### src/rtl/crosshair_hsv_sampler.sv
// Crosshair HSV sampler: averages h/s/v over a square window around the
// crosshair once per frame and presents the means to the threshold stage.
module crosshair_hsv_sampler #(
    parameter int WIN_LOG2 = 2,
    parameter int X_W      = 11,
    parameter int Y_W      = 10
) (
    input  logic           clk,
    input  logic           reset_n,
    input  logic           frame_start,
    input  logic           pixel_valid,
    input  logic [X_W-1:0] hcount,
    input  logic [Y_W-1:0] vcount,
    input  logic [7:0]     h,
    input  logic [7:0]     s,
    input  logic [7:0]     v,
    input  logic [X_W-1:0] cross_x,
    input  logic [Y_W-1:0] cross_y,
    input  logic           freeze,
    output logic [7:0]     h_sel,
    output logic [7:0]     s_sel,
    output logic [7:0]     v_sel,
    output logic           sel_valid,
    output logic           sample_err
);
    localparam int SH = 2 * WIN_LOG2;
    localparam int SW = 8 + SH;
    localparam int CW = SH + 1;
    localparam int HALF = 2 ** (WIN_LOG2 - 1);
    localparam logic [CW-1:0] FULL = {1'b1, {(CW-1){1'b0}}};
    localparam logic signed [X_W:0] XH  = (X_W+1)'(HALF);
    localparam logic signed [X_W:0] XHM = (X_W+1)'(HALF - 1);
    localparam logic signed [Y_W:0] YH  = (Y_W+1)'(HALF);
    localparam logic signed [Y_W:0] YHM = (Y_W+1)'(HALF - 1);

    typedef enum logic [1:0] {
        WAIT_FRAME,
        ACCUM,
        UPDATE
    } state_t;

    state_t         state_q, state_d;
    logic [X_W-1:0] cx_q, cx_d;
    logic [Y_W-1:0] cy_q, cy_d;
    logic [SW-1:0]  hacc_q, hacc_d, sacc_q, sacc_d, vacc_q, vacc_d;
    logic [CW-1:0]  cnt_q, cnt_d, csnap_q, csnap_d;
    logic [7:0]     hsnap_q, hsnap_d, ssnap_q, ssnap_d, vsnap_q, vsnap_d;
    logic           pupd_q, pupd_d, perr_q, perr_d;
    logic [7:0]     pm_h_q, pm_h_d, pm_s_q, pm_s_d, pm_v_q, pm_v_d;
    logic [7:0]     hsel_q, hsel_d, ssel_q, ssel_d, vsel_q, vsel_d;
    logic           vld_q, vld_d, err_q, err_d;

    logic signed [X_W:0] x_c, x_lo, x_hi, x_p;
    logic signed [Y_W:0] y_c, y_lo, y_hi, y_p;
    logic                in_win, accept;
    logic [SW-1:0]       hb, sb, vb;
    logic [CW-1:0]       cb;

    // A pixel coincident with frame_start is judged against the new crosshair.
    assign x_c  = $signed({1'b0, frame_start ? cross_x : cx_q});
    assign y_c  = $signed({1'b0, frame_start ? cross_y : cy_q});
    assign x_lo = x_c - XH;
    assign x_hi = x_c + XHM;
    assign y_lo = y_c - YH;
    assign y_hi = y_c + YHM;
    assign x_p  = $signed({1'b0, hcount});
    assign y_p  = $signed({1'b0, vcount});

    assign in_win = pixel_valid
                 && (x_p >= x_lo) && (x_p <= x_hi)
                 && (y_p >= y_lo) && (y_p <= y_hi);
    assign accept = in_win
                 && (frame_start
                     || ((state_q != WAIT_FRAME) && (cnt_q != FULL)));

    always_comb begin
        state_d = state_q;
        cx_d    = cx_q;
        cy_d    = cy_q;
        hsnap_d = hsnap_q;
        ssnap_d = ssnap_q;
        vsnap_d = vsnap_q;
        csnap_d = csnap_q;

        hb = frame_start ? '0 : hacc_q;
        sb = frame_start ? '0 : sacc_q;
        vb = frame_start ? '0 : vacc_q;
        cb = frame_start ? '0 : cnt_q;

        hacc_d = accept ? hb + {{(SW-8){1'b0}}, h} : hb;
        sacc_d = accept ? sb + {{(SW-8){1'b0}}, s} : sb;
        vacc_d = accept ? vb + {{(SW-8){1'b0}}, v} : vb;
        cnt_d  = accept ? cb + CW'(1) : cb;

        unique case (state_q)
            WAIT_FRAME: begin
                if (frame_start) begin
                    state_d = ACCUM;
                    cx_d    = cross_x;
                    cy_d    = cross_y;
                end
            end
            ACCUM, UPDATE: begin
                state_d = ACCUM;
                if (frame_start) begin
                    state_d = UPDATE;
                    cx_d    = cross_x;
                    cy_d    = cross_y;
                    hsnap_d = hacc_q[SW-1:SH];
                    ssnap_d = sacc_q[SW-1:SH];
                    vsnap_d = vacc_q[SW-1:SH];
                    csnap_d = cnt_q;
                end
            end
            default: state_d = WAIT_FRAME;
        endcase

        // Decision is taken in UPDATE and published one edge later.
        pupd_d = (state_q == UPDATE) && (csnap_q == FULL) && !freeze;
        perr_d = (state_q == UPDATE) && (csnap_q != FULL);
        pm_h_d = hsnap_q;
        pm_s_d = ssnap_q;
        pm_v_d = vsnap_q;

        vld_d  = pupd_q;
        hsel_d = pupd_q ? pm_h_q : hsel_q;
        ssel_d = pupd_q ? pm_s_q : ssel_q;
        vsel_d = pupd_q ? pm_v_q : vsel_q;
        err_d  = pupd_q ? 1'b0 : (perr_q | err_q);
    end

    always_ff @(posedge clk) begin
        if (!reset_n) begin
            state_q <= WAIT_FRAME;
            cx_q    <= '0;
            cy_q    <= '0;
            hacc_q  <= '0;
            sacc_q  <= '0;
            vacc_q  <= '0;
            cnt_q   <= '0;
            hsnap_q <= '0;
            ssnap_q <= '0;
            vsnap_q <= '0;
            csnap_q <= '0;
            pupd_q  <= 1'b0;
            perr_q  <= 1'b0;
            pm_h_q  <= '0;
            pm_s_q  <= '0;
            pm_v_q  <= '0;
            hsel_q  <= '0;
            ssel_q  <= '0;
            vsel_q  <= '0;
            vld_q   <= 1'b0;
            err_q   <= 1'b0;
        end else begin
            state_q <= state_d;
            cx_q    <= cx_d;
            cy_q    <= cy_d;
            hacc_q  <= hacc_d;
            sacc_q  <= sacc_d;
            vacc_q  <= vacc_d;
            cnt_q   <= cnt_d;
            hsnap_q <= hsnap_d;
            ssnap_q <= ssnap_d;
            vsnap_q <= vsnap_d;
            csnap_q <= csnap_d;
            pupd_q  <= pupd_d;
            perr_q  <= perr_d;
            pm_h_q  <= pm_h_d;
            pm_s_q  <= pm_s_d;
            pm_v_q  <= pm_v_d;
            hsel_q  <= hsel_d;
            ssel_q  <= ssel_d;
            vsel_q  <= vsel_d;
            vld_q   <= vld_d;
            err_q   <= err_d;
        end
    end

    assign h_sel      = hsel_q;
    assign s_sel      = ssel_q;
    assign v_sel      = vsel_q;
    assign sel_valid  = vld_q;
    assign sample_err = err_q;

endmodule

### config.mk
export PLATFORM = sky130hd
export DESIGN_NAME = crosshair_hsv_sampler
export DESIGN_NICKNAME = d
export VERILOG_FILES = /design/src/rtl/crosshair_hsv_sampler.sv
export SDC_FILE = /design/constraint.sdc
export NUM_CORES = 1
export LEC_CHECK = 0
export ABC_AREA = 1
export BUFFER_PORTS_ARGS = -buffer_cell sky130_fd_sc_hd__buf_2
export CORE_ASPECT_RATIO = 2
export CORE_UTILIZATION = 54
export CTS_CLUSTER_SIZE = 30
export DETAILED_ROUTE_END_ITERATION = 7
export GPL_ROUTABILITY_DRIVEN = 0
export PLACE_DENSITY_LB_ADDON = 0.08
export RECOVER_POWER = 50
export SYNTH_ARGS = -nofsm -noshare
export SYNTH_HDL_FRONTEND = slang
export SYNTH_SLANG_ARGS = --single-unit
### constraint.sdc
create_clock -name clk -period 3.5 [get_ports clk]
set_input_delay 0.525 -clock clk [delete_from_list [all_inputs] [get_ports clk]]
set_output_delay 0.525 -clock clk [all_outputs]
set_load 0.02 [all_outputs]
==> reports/metrics.cfg, run 1 <==
[outcome]
status = complete, but fails checks
violations = max-capacitance violations, max-slew violations

[sta]
hold_viol_final = 0
fin_crit_ps = 3260
period_share_pct = 93.1
worstMarginPinSlew_ps = 1700
timing.hold.ws_ps = 307
final.setup.tns_ps = 0
rsz0062_at_grt = false
skew_ps = 11.7
fmax_ghz = 0.307
slew_headroom_pct = -13.3
slew_violations = 43
setup_viol = 0

[placed_design]
dp_hpwl_mm = 16.1
placed_cells = 1566
numPortBuffers = 96

[min_path]
whs_path_depth = 2
hp-class = input port to flop
min_to = pupd_q
min-delay-start = freeze

[logic_synthesis]
synth-edff-count = 0
netlist_area_um2 = 8890
synthesis.nets = 1398
ys_warn_count = 0
ys_seq_area_share_pct = 32.6
synthesis.instances = 1247
async_reset_ff_share_pct = 0
avgSynthCellArea_um2 = 7.13
yosysUniqueCellTypes = 46
ys.flop_type = dfxtp_1
ys_ff_latch = 145

[clock_tree]
cts_hold_buf = 0
htreeDepth = 4
cts-buffers-inserted = 17
post-cts-setup-buffers = 0
cts.clk_slew.worst_paths_ps = 60
cts_tree = built
root_buffer = clkbuf_16
cts_resized = 0
clock-sinks = 145
insertion_delay_ps = 430
cts_buffer_depth = 2

[detailed_routing]
drt-initial-drc-count = 261
routed_wirelength_mm = 20.9
viasPerCell = 4.93
drt-pass1-iter-count = 4
ant_nets = 0
vias = 7884
wl_per_cell_um = 13.1
drc = 0

[power]
power_switching_w = 0.00140
p_total_w = 0.00446
vdd_drop_max_mv = 0.336
seqPwrFrac_pct = 40.4
clock_power_share_pct = 40.2
power_leakage_nw = 5.12
switching_share_pct = 31.4
power_density_nw_per_um2 = 426
internal-power_w = 0.00306
comb_power_share_pct = 19.4

[finish]
final_common_cell = nand2_1
syn2layout_area_growth_pct = 17.7
n_antenna_cell = 0
num-nets-final = 1532
final_cells = 1598
layout_common_cells = 239 x nand2_1, 203 x inv_1, 145 x dfxtp_1, 121 x nor2_1, 97 x a21oi_1
drive_gt1_share_pct = 16.2

[setup_path]
reg2reg_depth = 21
crit_type = input port to flop
worst-path-max-fanout = 9
rrSetupSlack_ps = 290
cp.arrival_ps = 3500
cp-end-kind = flop
r2r_end = vacc_q[11]
r2r_start = cy_q[1]
crit_path_start_kind = input port
critPathRequiredTime_ps = 3740

[floorplan]
die_area_um2 = 17000
core_area_um2 = 16200
die_h_um = 183
die_w_um = 92.7
initial_core_util_pct = 54.9
ioPinCount = 97
num_rows = 66

[grt]
grt.met3_usage_pct = 3.47
grt.met2_usage_pct = 53.9
use_met1_pct = 25.1
grt_max_degree = 82
grt_pass1_vias = 7748
track_usage_pct = 26.1
overflow = 0
top_usage_layer = met2
grt_pass1_wl_mm = 34.9
grt_antenna_before_repair = 0

[run]
maxCapViolCount = 1

[power by group through the flow]
stage               clock, W  combinational [W]  sequential [W]
finish               0.00179           0.000867         0.00180
global route         0.00190           0.000990         0.00181
CTS                  0.00183           0.000878         0.00180
detailed placement         0           0.000872         0.00184
global placement           0           0.000859         0.00184
floorplan                  0           0.000605         0.00183
[logic make-up after synthesis]
logic type / after synthesis / synth area share (%)
AO/OA/AOI/OAI: 222 / 14.3
XOR/XNOR: 65 / 6.40
adder cells (fa/ha/maj): 80 / 11.5
buffers and inverters: 266 / 12.4
flip-flops: 145 / 32.6
AND/OR/NAND/NOR: 469 / 22.8
[synthesized netlist by cell type, drive strengths merged, types with 3 or more instances]
cell type  count  area share [%]
nand3         65             3.9
ha            77              11
o211ai         3            0.25
clkbuf        22            0.93
inv          218             9.2
o21a           6            0.52
xor2          51             5.0
xnor2         14             1.4
fa             3            0.68
nor2         129             6.1
o21ai        106             7.2
nand3b         3            0.30
a21oi         98             5.6
dfxtp        145              33
or2            3            0.21
nor3          13            0.97
buf           25             2.2
o21bai         6            0.51
nand4          6            0.42
nand2        249              11
[routing by layer]
layer | vias to the layer above | share of wire [%]
met5 | - | 0
met4 | 0 | 2.1
li1 | 4186 | -
met2 | 111 | 57
met1 | 3559 | 39
met3 | 28 | 2.2
[worst max-delay path by stage]
stage,slack [ps],startpoint,cells past startpoint,endpoint
after floorplan,2,frame_start,22,hacc_q[3]
after global placement,-170,frame_start,23,vacc_q[2]
after detailed placement,-160,frame_start,23,vacc_q[2]
after CTS,250,frame_start,23,cnt_q[1]
after global routing,20,frame_start,20,vacc_q[7]
final,240,frame_start,22,vacc_q[11]
[flip-flops by register name, indices dropped and copies added, names as in the netlist, 10 cells and up]
register and cells:
cx_q 11, cy_q 10, hacc_q 12, sacc_q 12, vacc_q 12
[worst max-delay path, stage by stage]
cell and delay, ps:
buf_4 140, buf_12 130, buf_4 120, o21ai_2 200, ha_1 180, inv_1 40, nor2_1 140, nand3_1 140
nor3_1 260, nand3_1 130, xor2_1 160, ha_1 320, nand2_1 60, nor2_1 90, nand4_1 90, nand2_1 140
nand2_1 90, inv_2 90, nand3_4 140, buf_4 210, nand2_1 60, a21oi_1 60
[layout make-up]
| class | count | area (um^2) |
|---|---|---|
| clock buffer | 17 | 425 |
| sequential | 145 | 2900 |
| inverter | 219 | 826 |
| tap | 204 | 255 |
| clock inverter | 15 | 159 |
| fill | 1583 | 5720 |
| timing repair buffer | 162 | 1010 |
| multi-input combinational | 836 | 4890 |
[stage by stage]
stage / setup slack [ps] / instance area (um^2) / utilization [%]
after global routing: 16.4 / 10500 / 64.7
after CTS: 252 / 10500 / 64.9
final: 240 / 10500 / 64.7
after detailed placement: -159 / 9930 / 61.3
after floorplan: 1.79 / 8900 / -
after global placement: -173 / 9930 / 61.3
Power figures use the tool's default switching activity.
==> run 2, diff against run 1 <==
--- a/config.mk
+++ b/config.mk
@@ -8,10 +8,11 @@
 export ABC_AREA = 1
 export BUFFER_PORTS_ARGS = -buffer_cell sky130_fd_sc_hd__buf_2
 export CORE_ASPECT_RATIO = 2
-export CORE_UTILIZATION = 54
+export CORE_UTILIZATION = 60
 export CTS_CLUSTER_SIZE = 30
 export DETAILED_ROUTE_END_ITERATION = 7
 export GPL_ROUTABILITY_DRIVEN = 0
+export GPL_TIMING_DRIVEN = 0
 export PLACE_DENSITY_LB_ADDON = 0.08
 export RECOVER_POWER = 50
 export SYNTH_ARGS = -nofsm -noshare
==> constraint.sdc (replaced) <==
create_clock -name clk -period 3.1 [get_ports clk]
set_input_delay 0.465 -clock clk [delete_from_list [all_inputs] [get_ports clk]]
set_output_delay 0.465 -clock clk [all_outputs]
set_load 0.02 [all_outputs]
==> run 2 against run 1 <==
The run ends with negative setup slack left. Wire length rose by 18%. Setup slack got worse by 430 ps. Via count rose by 7.0%. Total power rose by 17%. Cell area is 4.9% higher. Worst hold slack got worse by 84 ps. Sequential cell count did not move. Die area is 9.8% lower. Global-route usage up 6.6 points. First-iteration DRC count is 30% higher. Largest cell class unchanged.
==> reports/metrics.cfg, run 2 (same netlist as run 1, synthesis figures left out) <==
[clock_tree]
cts_buffer_depth = 2
root_buffer = clkbuf_16
insertion_delay_ps = 420
cts.clk_slew.worst_paths_ps = 70
clock-sinks = 145
cts_tree = built
cts-buffers-inserted = 17
htreeDepth = 4

[power]
power_switching_w = 0.00166
comb_power_share_pct = 21.7
power_leakage_nw = 5.17
clock_power_share_pct = 39.2
internal-power_w = 0.00356
p_total_w = 0.00523
vdd_drop_max_mv = 0.428
power_density_nw_per_um2 = 476
seqPwrFrac_pct = 39.1
switching_share_pct = 31.8

[min_path]
min-delay-start = freeze
hp-class = input port to flop

[sta]
period_share_pct = 106
setup_viol = 40
worstMarginPinSlew_ps = 649
hold_viol_final = 0
layout_setup_ws_ps = -190
fin_crit_ps = 3290
fmax_ghz = 0.304
slew_headroom_pct = 56.7
slew_violations = 0
skew_ps = 10.3
rsz0062_at_grt = true

[finish]
num-nets-final = 1542
layout_common_cells = 221 x nand2_1, 192 x inv_1, 143 x dfxtp_1, 107 x nor2_1, 92 x a21oi_1
syn2layout_area_growth_pct = 23.5
final_common_cell = nand2_1
n_antenna_cell = 0
reg_top3 = hacc_q (12), sacc_q (12), vacc_q (12)
fillers = 1157
drive_gt1_share_pct = 21.1

[setup_path]
r2r_end = cnt_q[4]
crit_type = input port to flop
slowest_delay_ps = 350
crit_chain = buf_12, buf_12, nand2_1, o21a_4, buf_4, ha_1, inv_1, nor3_4, nand3_2, xor2_1, ha_1, nand3_1, nor2_2, nand2_1, nand4_1, nand2_2, nand3b_4, nand2_4, nor2_8, clkbuf_16, nand3_1, a21oi_2
cp.arrival_ps = 3630
rrSetupSlack_ps = -170
crit_slowest_cell = ha_1
critPathRequiredTime_ps = 3440
crit_end = cnt_q[4]
worst-path-max-fanout = 9
reg2reg_depth = 20
startpoint = frame_start
r2r_start = cy_q[1]
crit_path_start_kind = input port
cp-end-kind = flop

[grt]
overflow = 0
grt_pass1_wl_mm = 38.1
grt_pass1_vias = 8299
track_usage_pct = 32.7
grt_antenna_before_repair = 0
grt_max_degree = 17

[detailed_routing]
drt-initial-drc-count = 338
viasPerCell = 5.28
wl_per_cell_um = 15.4
ant_nets = 0
drt-pass1-iter-count = 5
vias = 8432
routed_wirelength_mm = 24.6
drc = 0

[floorplan]
num_rows = 62
die_w_um = 88.1
core_area_um2 = 14400
ioPinCount = 97
initial_core_util_pct = 61.6
die_h_um = 174
die_area_um2 = 15300

[placed_design]
dp_hpwl_mm = 17.4
pre_cts_slack_ps = -674
numPortBuffers = 94

[outcome]
violations = negative setup slack
status = complete, but fails checks

[run]
maxCapViolCount = 0

-- run 2: changes by cell type in the layout (fill, tap and decap cells not counted), sizes merged --
| cell | previous run | this run |
|---|---|---|
| buf | 133 | 120 |
| bufinv | 0 | 1 |
| clkinvlp | 2 | 1 |
| inv | 229 | 226 |
| clkinv | 3 | 6 |
| clkbuf | 46 | 69 |
-- run 2: power groups by stage --
| stage | clock (W) | sequential (W) | combinational [W] |
|---|---|---|---|
| 2_1_floorplan | 0 | 0.00207 | 0.000705 |
| 3_3_place_gp | 0 | 0.00208 | 0.000936 |
| 3_5_place_dp | 0 | 0.00208 | 0.000959 |
| 4_1_cts | 0.00207 | 0.00204 | 0.00104 |
| 5_1_grt | 0.00215 | 0.00206 | 0.00127 |
| 6_report | 0.00205 | 0.00204 | 0.00113 |
-- run 2: timing repair --
action | CTS | global route
gates cloned | 1 | 2
gates resized for setup | 25 | 78
hold buffers | 0 | 0
endpoints found under the setup margin | 41 | 41
pin swaps | 15 | 54
buffers inserted | 21 | 7
-- run 2: layer usage --
metal / share of wire [%] / vias to the layer above / track usage [%]
met5: 0 / - / 0
met4: 7.4 / 0 / 25.9
met3: 3.9 / 104 / 4.89
met2: 55 / 279 / 61.4
met1: 34 / 3835 / 29.4
li1: - / 4214 / -
-- run 2: cell type report --
| cell class | instances | area (um^2) | share of cell area (%) |
|---|---|---|---|
| Multi-Input combinational cell | 836 | 5290 | 48.2 |
| Sequential cell | 145 | 2910 | 26.5 |
| Inverter | 219 | 831 | 7.57 |
| Timing Repair Buffer | 125 | 766 | 6.98 |
| Clock buffer | 17 | 425 | 3.88 |
| Buffer | 47 | 355 | 3.24 |
| Tap cell | 192 | 240 | 2.19 |
| Clock inverter | 15 | 169 | 1.54 |
-- run 2: critical path: cells and delay by family --
kind            cells  cell delay, ps
fa+ha+maj           2             480
simple gates       12            1510
compound gates      2             330
xor+xnor            1             170
buf+inv             5             680
-- run 2: through the flow --
stage                     cells  hold WS, ps  setup TNS (ps)  instance area [um^2]  util, %
after floorplan            1247          404           -28.4                  9020        -
after global placement     1533          410          -22630                  9730     67.4
after detailed placement   1533          412          -24170                  9730     67.4
after CTS                  1587          217               0                 10600     73.7
after global routing       1596          217           -7740                 11000     76.1
final                      1596          223           -2360                 11000     76.1
-- run 2: worst min path at each step --
stage           endpoint  slack [ps]  depth (start not counted)
2_1_floorplan  pm_h_q[0]         400                          2
3_3_place_gp    v_sel[5]         410                          2
3_5_place_dp   pm_s_q[4]         410                          2
4_1_cts           pupd_q         220                          2
5_1_grt           pupd_q         220                          2
6_report          pupd_q         220                          2
